File: src/rtl/exec_seq_pkg.sv
// Shared widths, opcode constants, instruction layout and state encoding for exec_seq.
// The HALT state only exists when EXEC_SEQ_BREAK_EN is defined.
package exec_seq_pkg;

   localparam int DATA_W = 16;
   localparam int ADDR_W = 11;

   localparam logic [3:0] OP_ALU_LAST = 4'h9;
   localparam logic [3:0] OP_PCZERO   = 4'h8;
   localparam logic [3:0] OP_PCNZERO  = 4'h9;
   localparam logic [3:0] OP_GOTO     = 4'hA;
   localparam logic [3:0] OP_MOVWF    = 4'hB;
   localparam logic [3:0] ALU_NOP     = 4'hF;

   typedef enum logic [2:0] {
      S_FETCH,
      S_READ,
      S_EXEC,
      S_WRITE
`ifdef EXEC_SEQ_BREAK_EN
      ,
      S_HALT
`endif
   } state_t;

   typedef struct packed {
      logic [3:0]        opcode;
      logic              dest;
      logic [ADDR_W-1:0] addr;
   } instr_t;

   function automatic logic is_alu(input logic [3:0] op);
      return (op <= OP_ALU_LAST);
   endfunction

endpackage

File: src/rtl/exec_seq.sv
// Multi-cycle fetch/read/exec/write sequencer in front of an external ALU; owns PC, W and flags.
// Optional breakpoint/HALT support is compiled in with EXEC_SEQ_BREAK_EN.
module exec_seq
   import exec_seq_pkg::*;
(
   input  logic              clk,
   input  logic              rst,
   output logic              imem_req,
   output logic [ADDR_W-1:0] imem_addr,
   input  logic              imem_ack,
   input  logic [DATA_W-1:0] imem_rdata,
   output logic              dmem_req,
   output logic              dmem_we,
   output logic [ADDR_W-1:0] dmem_addr,
   output logic [DATA_W-1:0] dmem_wdata,
   input  logic              dmem_ack,
   input  logic [DATA_W-1:0] dmem_rdata,
   output logic [3:0]        alu_op,
   output logic [DATA_W-1:0] alu_mem,
   output logic [DATA_W-1:0] alu_wreg,
   output logic              alu_carry_in,
   output logic              alu_zero_in,
   input  logic [DATA_W-1:0] alu_result,
   input  logic              alu_carry_out,
   input  logic              alu_zero_out,
   input  logic              alu_pc_skip,
   output logic [ADDR_W-1:0] pc,
   output logic [DATA_W-1:0] w,
   output logic              carry,
   output logic              zero
`ifdef EXEC_SEQ_BREAK_EN
   ,
   input  logic              bp_en,
   input  logic [ADDR_W-1:0] bp_addr,
   input  logic              resume,
   output logic              halted
`endif
);

   state_t            r_state;
   state_t            w_state_nxt;
   instr_t            r_ir;
   logic [ADDR_W-1:0] r_pc;
   logic [DATA_W-1:0] r_w;
   logic              r_carry;
   logic              r_zero;
   logic [DATA_W-1:0] r_operand;
   logic [DATA_W-1:0] r_result;
   logic              r_skip;

   instr_t            w_fetched;
   logic              w_ir_alu;
   logic              w_skip_now;
   logic              w_halt_req;
   logic              w_fetch_done;
   logic [ADDR_W-1:0] w_pc_exec;
   logic [ADDR_W-1:0] w_pc_write;

   assign w_fetched    = instr_t'(imem_rdata);
   assign w_ir_alu     = is_alu(r_ir.opcode);
   assign w_skip_now   = alu_pc_skip && (r_ir.opcode == OP_PCZERO || r_ir.opcode == OP_PCNZERO);
   assign w_fetch_done = (r_state == S_FETCH) && imem_ack && !w_halt_req;
   assign w_pc_exec    = r_pc + ADDR_W'(1) + ADDR_W'(w_skip_now);
   assign w_pc_write   = r_pc + ADDR_W'(1) + ADDR_W'(r_skip);

`ifdef EXEC_SEQ_BREAK_EN
   logic r_bypass;
   logic r_fetch_held;

   // The break decision is only taken before a fetch request has gone out, so a
   // request already on the bus is never withdrawn.
   assign w_halt_req = (r_state == S_FETCH) && bp_en && (r_pc == bp_addr)
                       && !r_bypass && !r_fetch_held;
   assign halted     = (r_state == S_HALT);

   always_ff @(posedge clk or posedge rst) begin
      if (rst) begin
         r_bypass     <= 1'b0;
         r_fetch_held <= 1'b0;
      end else begin
         r_fetch_held <= (r_state == S_FETCH) && !w_halt_req && !imem_ack;
         if (r_state == S_HALT && resume)
            r_bypass <= 1'b1;
         else if (w_fetch_done)
            r_bypass <= 1'b0;
      end
   end
`else
   assign w_halt_req = 1'b0;
`endif

   // NOTE: sequential state uses non-blocking assignments so every flop samples
   // pre-edge values regardless of process evaluation order.
   always_ff @(posedge clk or posedge rst) begin
      if (rst) r_state <= S_FETCH;
      else     r_state <= w_state_nxt;
   end

   // NOTE: w_state_nxt is defaulted before the case so no path leaves it unassigned
   // and no latch is inferred.
   always_comb begin
      w_state_nxt = r_state;
      case (r_state)
         S_FETCH: begin
            if (imem_ack) begin
               if (is_alu(w_fetched.opcode))           w_state_nxt = S_READ;
               else if (w_fetched.opcode == OP_MOVWF) w_state_nxt = S_WRITE;
               else                                   w_state_nxt = S_EXEC;
            end
         end
         S_READ:  if (dmem_ack) w_state_nxt = S_EXEC;
         S_EXEC:  w_state_nxt = (w_ir_alu && r_ir.dest) ? S_WRITE : S_FETCH;
         S_WRITE: if (dmem_ack) w_state_nxt = S_FETCH;
`ifdef EXEC_SEQ_BREAK_EN
         S_HALT:  if (resume) w_state_nxt = S_FETCH;
`endif
         default: w_state_nxt = S_FETCH;
      endcase
`ifdef EXEC_SEQ_BREAK_EN
      if (w_halt_req) w_state_nxt = S_HALT;
`endif
   end

   // Requests are gated by rst so an asserted reset drops them without waiting for a clock.
   always_comb begin
      imem_req = 1'b0;
      dmem_req = 1'b0;
      dmem_we  = 1'b0;
      alu_op   = ALU_NOP;
      if (!rst) begin
         imem_req = (r_state == S_FETCH) && !w_halt_req;
         dmem_req = (r_state == S_READ) || (r_state == S_WRITE);
         dmem_we  = (r_state == S_WRITE);
      end
      if (r_state == S_EXEC && w_ir_alu) alu_op = r_ir.opcode;
   end

   always_ff @(posedge clk or posedge rst) begin
      if (rst) begin
         r_ir      <= '0;
         r_pc      <= '0;
         r_w       <= '0;
         r_carry   <= 1'b0;
         r_zero    <= 1'b0;
         r_operand <= '0;
         r_result  <= '0;
         r_skip    <= 1'b0;
      end else begin
         case (r_state)
            S_FETCH: begin
               if (w_fetch_done) begin
                  r_ir   <= w_fetched;
                  r_skip <= 1'b0;
               end
            end
            S_READ: if (dmem_ack) r_operand <= dmem_rdata;
            S_EXEC: begin
               if (w_ir_alu) begin
                  r_carry <= alu_carry_out;
                  r_zero  <= alu_zero_out;
                  if (r_ir.dest) begin
                     r_result <= alu_result;
                     r_skip   <= w_skip_now;
                  end else begin
                     r_w  <= alu_result;
                     r_pc <= w_pc_exec;
                  end
               end else if (r_ir.opcode == OP_GOTO) begin
                  r_pc <= r_ir.addr;
               end else begin
                  r_pc <= w_pc_exec;
               end
            end
            S_WRITE: if (dmem_ack) r_pc <= w_pc_write;
            default: ;
         endcase
      end
   end

   assign imem_addr    = r_pc;
   assign dmem_addr    = r_ir.addr;
   assign dmem_wdata   = w_ir_alu ? r_result : r_w;
   assign alu_mem      = r_operand;
   assign alu_wreg     = r_w;
   assign alu_carry_in = r_carry;
   assign alu_zero_in  = r_zero;
   assign pc           = r_pc;
   assign w            = r_w;
   assign carry        = r_carry;
   assign zero         = r_zero;

endmodule

File: config.mk
export PLATFORM = sky130hd
export DESIGN_NAME = exec_seq
export DESIGN_NICKNAME = d
export VERILOG_FILES = /design/src/rtl/exec_seq_pkg.sv /design/src/rtl/exec_seq.sv
export SDC_FILE = /design/constraint.sdc
export NUM_CORES = 1
export LEC_CHECK = 0
export CAP_MARGIN = 15
export CORE_MARGIN = 5
export CORE_UTILIZATION = 49
export CTS_BUF_LIST = sky130_fd_sc_hd__clkbuf_4 sky130_fd_sc_hd__clkbuf_8 sky130_fd_sc_hd__clkbuf_16
export DETAILED_ROUTE_END_ITERATION = 10
export PLACE_DENSITY = 0.87
export SYNTH_ARGS = -nofsm -noshare
export SYNTH_HDL_FRONTEND = slang
export SYNTH_SLANG_ARGS = --single-unit
File: constraint.sdc
create_clock -name clk -period 4.3 [get_ports clk]
set_input_delay 0.86 -clock clk [delete_from_list [all_inputs] [get_ports clk]]
set_output_delay 0.86 -clock clk [all_outputs]
set_load 0.01 [all_outputs]
# Yosys cells after proc, flatten, opt, wreduce, memory -nomap -nowiden
# Index checks and enable logic that the tools add are counted.
# op_classes
addsub,3
n_reduce_logical,17
mux,21
n_lt_le_gt_ge,2
shift,0
n_div,0
n_bitwise,1
mul,0
eq_ne,14
# ops
cell,n
$mux 11,4
$add 11x1->11,2
$pmux 11 s2,1
$eq 4x4->1 const B,4
$mux 16,1
$ne 2x2->1 const B,6
$pmux 3 s4,1
$reduce_and 3->1,4
$add 11x1->11 const B,1
$mux 3,3
$le 4x4->1 const B,2
$mux 1,7
$eq 3x2->1 const B,2
$reduce_and 2->1,3
$logic_and 1x1->1,4
$mux 2,2
$mux 4,1
$reduce_and 4->1,1
$reduce_bool 2->1,2
$eq 3x1->1 const B,1
$logic_not 3->1,1
$ne 3x3->1 const B,1
$logic_or 1x1->1,2
$pmux 1 s2,1
$not 1->1,1
# totals
mem_bits_rw,0
output_inout_bits,108
register_bits,81
word_cells,69
rom_bits,0
memories,0
latchBits,0

# Logic depth before layout (Yosys ltp)
# logic_depth
ltp_word,7
mapped_depth,11
depth_no_buf,10

# Worst setup path after synthesis
# Ideal clock, no wire load.
# synth_timing
path_type,input port to flip-flop
from,in alu_pc_skip
to,reg r_pc[10] (netlist: imem_addr[10])
slack_ns,1.585
path_stages,10
arrival_ns,2.587
path_buffers,1
required_time_ns,4.172
path_cell_list,and3b_1 -> ha_1 -> ha_1 -> clkbuf_1 -> nand3_1 -> nor4_1 -> a41oi_1 -> or3_1 -> a221oi_1 -> o21ai_1
# synth_via
elab_chain_cells,5
word_cells_on_any_way,6
# synth_lines
item,line_no,source
from (decl),exec_seq.sv:26,"input logic alu_pc_skip,"
$logic_and 1x1->1 (*),exec_seq.sv:61,assign w_skip_now = alu_pc_skip && (r_ir.opcode == OP_PCZERO || r_ir.opcode == OP_PCNZERO);
$add 11x1->11 (*),exec_seq.sv:63,assign w_pc_exec = r_pc + ADDR_W'(1) + ADDR_W'(w_skip_now);
"$mux 11, on equally long branches","exec_seq.sv:168, exec_seq.sv:161",
$mux 11 (*),exec_seq.sv:158,if (w_ir_alu) begin
$pmux 11 s2 (*),exec_seq.sv:149,case (r_state)
to (signal assigned),exec_seq.sv:166,r_pc <= w_pc_exec;
to (signal assigned),exec_seq.sv:169,r_pc <= r_ir.addr;
to (signal assigned),exec_seq.sv:171,r_pc <= w_pc_exec;
to (decl),exec_seq.sv:43,logic [ADDR_W-1:0] r_pc;
# Mark *: on every way between the ends. The rest lies on a longest branch, timed or not. The select of a mux whose other input is x is not followed.
# A chain may end at the register's enable or synchronous reset.

# Worst setup path after layout
# layout_timing
from,reg r_ir[13] in the netlist's numbering
to,out alu_op[0]
# layout_via
elab_chain_cells,3
# layout_lines
item,line_no,source
from (decl),exec_seq.sv:42,instr_t r_ir;
from (signal assigned),exec_seq.sv:152,r_ir <= w_fetched;
$le 4x4->1,exec_seq_pkg.sv:33,return (op <= OP_ALU_LAST);
$logic_and 1x1->1,exec_seq.sv:135,if (r_state == S_EXEC && w_ir_alu) alu_op = r_ir.opcode;
$mux 4,exec_seq.sv:135,
to (decl),exec_seq.sv:18,"output logic [3:0] alu_op,"
# Every way passes these cells.

==> metrics.md <==
| Metric | Value |
|---|---|
| Status | finished clean |
| Vias/cell | 5.73 |
| DR WL/cell | 19.3 µm |
| Number of synthesized register bits | 80 |
| Max transition margin | 39.8% |
| GRT overflow | 0 |
| CP startpoint | r_ir[13] |
| Pint | 3.16 mW |
| Register area share after synthesis | 44.2% |
| Crit path required time | 3.44 ns |
| Syn nets | 464 |
| Worst setup EP type | output port |
| Synthesized instance count | 404 |
| Synth Warn # | 0 |
| Buffers & Inverters on Critical Path | 2 |
| CTS Hold Bufs | 0 |
| Worst-path maximum fanout | 15 |
| Most frequent cells in the layout | clkdlybuf4s50_1, mux2_2, dfrtp_1 |
| Setup bufs post-CTS | 0 |
| TritonRoute pass-1 iters | 4 |
| Slew Viols, Final | 0 |
| Overall power | 5.03 mW |
| First-pass GRT wire length | 20200 µm |
| Clock period minus worst slack | 3.32 ns |
| Syn Area/Cell | 11.2 µm² |
| Port Buf Inserts | 162 |
| Initial antenna violation count | 0 |
| Gr busiest metal | met2 |
| Clock Latency Late Sink | 0.35 ns |
| Asr flop ratio synth | 100% |
| R2R Path Start | imem_addr[0] |
| Total Routed Length | 12200 µm |
| Clock skew | 0.00935 ns |
| Clock root buffer | clkbuf_8 |
| Vias in the first global route | 3968 |
| Full die area | 0.0113 mm² |
| Die Wd | 106 µm |
| Min-Delay Path Class | flop to flop |
| # setup viols final | 0 |
| Leakage Power | 2.48 nW |
| Sw Share | 37.0% |
| Cell area after synthesis | 0.00452 mm² |
| Crit-path max cell delay | 0.50 ns |
| Antenna cells | 0 |
| RSZ-0062 raised after global routing | false |
| Slowest cell on the critical path | clkdlybuf4s50_1 |
| Crit-path cells | o21ai_2, buf_4, nand2_1, or2_2, clkdlybuf4s50_1 |
| CTS max path bufs | 2 |
| CP top delay family | buffers and inverters |
| Final Cycle Share | 77.3% |
| Clk sinks | 80 |
| Clock power share | 13.7% |
| Remaining antenna violation count after routing | 0 |
| # rows | 35 |
| Iter 0 DRT Violations | 138 |
| Global-route usage over all layers | 22.4% |
| Cell area power density | 816 mW/mm² |
| Clock H-tree levels | 3 |
| Worst hold start | r_result[5] |
| Met1 Usage GRT | 26.7% |
| Main flop type after synthesis | dfrtp_1 |
| # IOs | 163 |
| Clk slew on worst S/H paths | 0.09 ns |
| Worst endpoint data arrival time | 2.46 ns |
| Largest net degree at the start of global routing | 43 |
| Resized Gates After CTS | 0 |
| Peak supply drop | 0.541 mV |
| Fraction of layout cells with a size suffix above 1 | 22.0% |
| Initial Utilization | 49.7% |
| EDFF count, synth | 0 |
| Met3 Use GR | 7.53% |
| Commonest non-fill, non-tap cell in the layout | clkdlybuf4s50_1 |
| CTS tree | done |
| Fin. Hold Viols | 0 |
| Distinct cells, synth | 60 |
| CTS Buf Count | 9 |
| Slew at the pin closest to its max-slew limit | 0.903 ns |
| Final #Nets | 578 |
| Peak Freq | 301 MHz |
| Post-DP HPWL | 9150 µm |
| Die height | 106 µm |
| Sequential share of power | 30.4% |
| Max-cap violations | 0 |
| Core area | 0.00911 mm² |
| Via count | 3635 |
| Setup total negative slack | 0 ns |
| M2 GR Usage | 38.6% |
| Comb power frac | 55.9% |
| Sw power | 1.86 mW |
| DRC violations left | 0 |
| Crit path launch type | flop |
| Setup CP Type | flop to output port |
| Layout area overhead | 36.2% |
| Gpl congestion | 0.900 |
[flip-flops by register name, summed over array words and instances, names as in the netlist]
signal        flops
alu_carry_in      1
alu_mem          16
alu_wreg         16
alu_zero_in       1
dmem_addr        11
imem_addr        11
r_ir              5
r_result         16
r_skip            1
r_state           2
[per-stage QoR]
stage	hold slack (ns)	cell area (µm²)	utilization, %	setup slack, ns	instances
6_report	0.511	6160	67.7	0.975	634
5_1_grt	0.526	6160	67.7	0.845	634
4_1_cts	0.513	6160	67.7	0.960	634
3_5_place_dp	0.494	5920	64.9	0.928	618
3_3_place_gp	0.482	5920	64.9	1.06	618
2_1_floorplan	0.474	4520	-	1.39	404
[worst paths after layout]
path / depth (start not counted) / endpoint / slack (ns)
max: 5 / alu_op[0] / 0.98
min: 1 / r_result[5] / 0.51
max reg2reg: 7 / imem_addr[10] / 1.56
min reg2reg: 1 / r_result[5] / 0.51
max in group asynchronous: 3 / imem_addr[10] / 2.34
min in group asynchronous: 2 / dmem_addr[0] / 0.97
[power by group through the flow]
| stage | clock network (mW) | logic [mW] | registers, mW |
|---|---|---|---|
| final | 0.687 | 2.81 | 1.53 |
| after CTS | 0.697 | 2.84 | 1.53 |
| after floorplan | 0 | 1.66 | 1.47 |
| after global placement | 0 | 2.75 | 1.51 |
| after detailed placement | 0 | 2.81 | 1.54 |
| after global routing | 0.731 | 3.02 | 1.60 |
[routing by layer]
layer | up-vias | part of all wire [%]
met5 | - | 0
met2 | 179 | 51
met4 | 0 | 1.3
li1 | 1649 | -
met3 | 15 | 8.7
met1 | 1792 | 39
[synthesized netlist by cell type, types with 2 or more instances]
master | number | area share [%]
nand2_1 | 22 | 1.8
nor4b_1 | 2 | 0.39
buf_4 | 41 | 6.8
o221ai_1 | 2 | 0.39
a221oi_1 | 3 | 0.58
and3b_1 | 2 | 0.39
nor4_1 | 4 | 0.55
a32oi_1 | 2 | 0.39
or3_1 | 2 | 0.28
nor3_1 | 5 | 0.55
clkbuf_1 | 11 | 0.91
xor2_1 | 5 | 0.97
xnor2_1 | 10 | 1.9
o21ai_1 | 4 | 0.44
nand4_1 | 2 | 0.28
dfrtp_1 | 80 | 44
nor3b_1 | 2 | 0.33
o211ai_1 | 3 | 0.50
nand3_1 | 9 | 1.0
inv_1 | 8 | 0.66
mux2_2 | 84 | 21
o21ai_0 | 9 | 1.0
a22o_1 | 3 | 0.58
and3_1 | 5 | 0.69
or2_2 | 4 | 0.55
nor2b_1 | 6 | 0.83
buf_2 | 8 | 0.88
nand2b_1 | 4 | 0.55
ha_1 | 5 | 1.4
a31oi_1 | 4 | 0.55
or4_1 | 2 | 0.33
a21o_1 | 3 | 0.50
o31ai_1 | 2 | 0.33
and2_1 | 3 | 0.41
nor2_1 | 7 | 0.58
mux2i_1 | 3 | 0.66
a21oi_1 | 9 | 1.0
buf_1 | 2 | 0.17
[cells by family (layout without fill, tap and decap cells)]
kind of cell             Yosys count  in the layout  share of synthesized area [%]
flip-flops                        80             80                           44.2
XOR/XNOR                          15             15                           2.90
adder cells (fa/ha/maj)            6              6                           1.60
buffers and inverters             70            189                           9.43
multiplexers                      87             87                           21.6
AO/OA/AOI/OAI                     61             61                           9.73
AND/OR/NAND/NOR                   85             85                           10.5
[layout make-up]
| class | count | area, µm² |
|---|---|---|
| tap | 111 | 139 |
| multi-input combinational | 254 | 2100 |
| clock buffer | 10 | 131 |
| sequential | 80 | 2000 |
| fill | 669 | 2950 |
| inverter | 8 | 31.3 |
| timing repair buffer | 165 | 1640 |
| clock inverter | 6 | 115 |
Power figures use the tool's default switching activity.
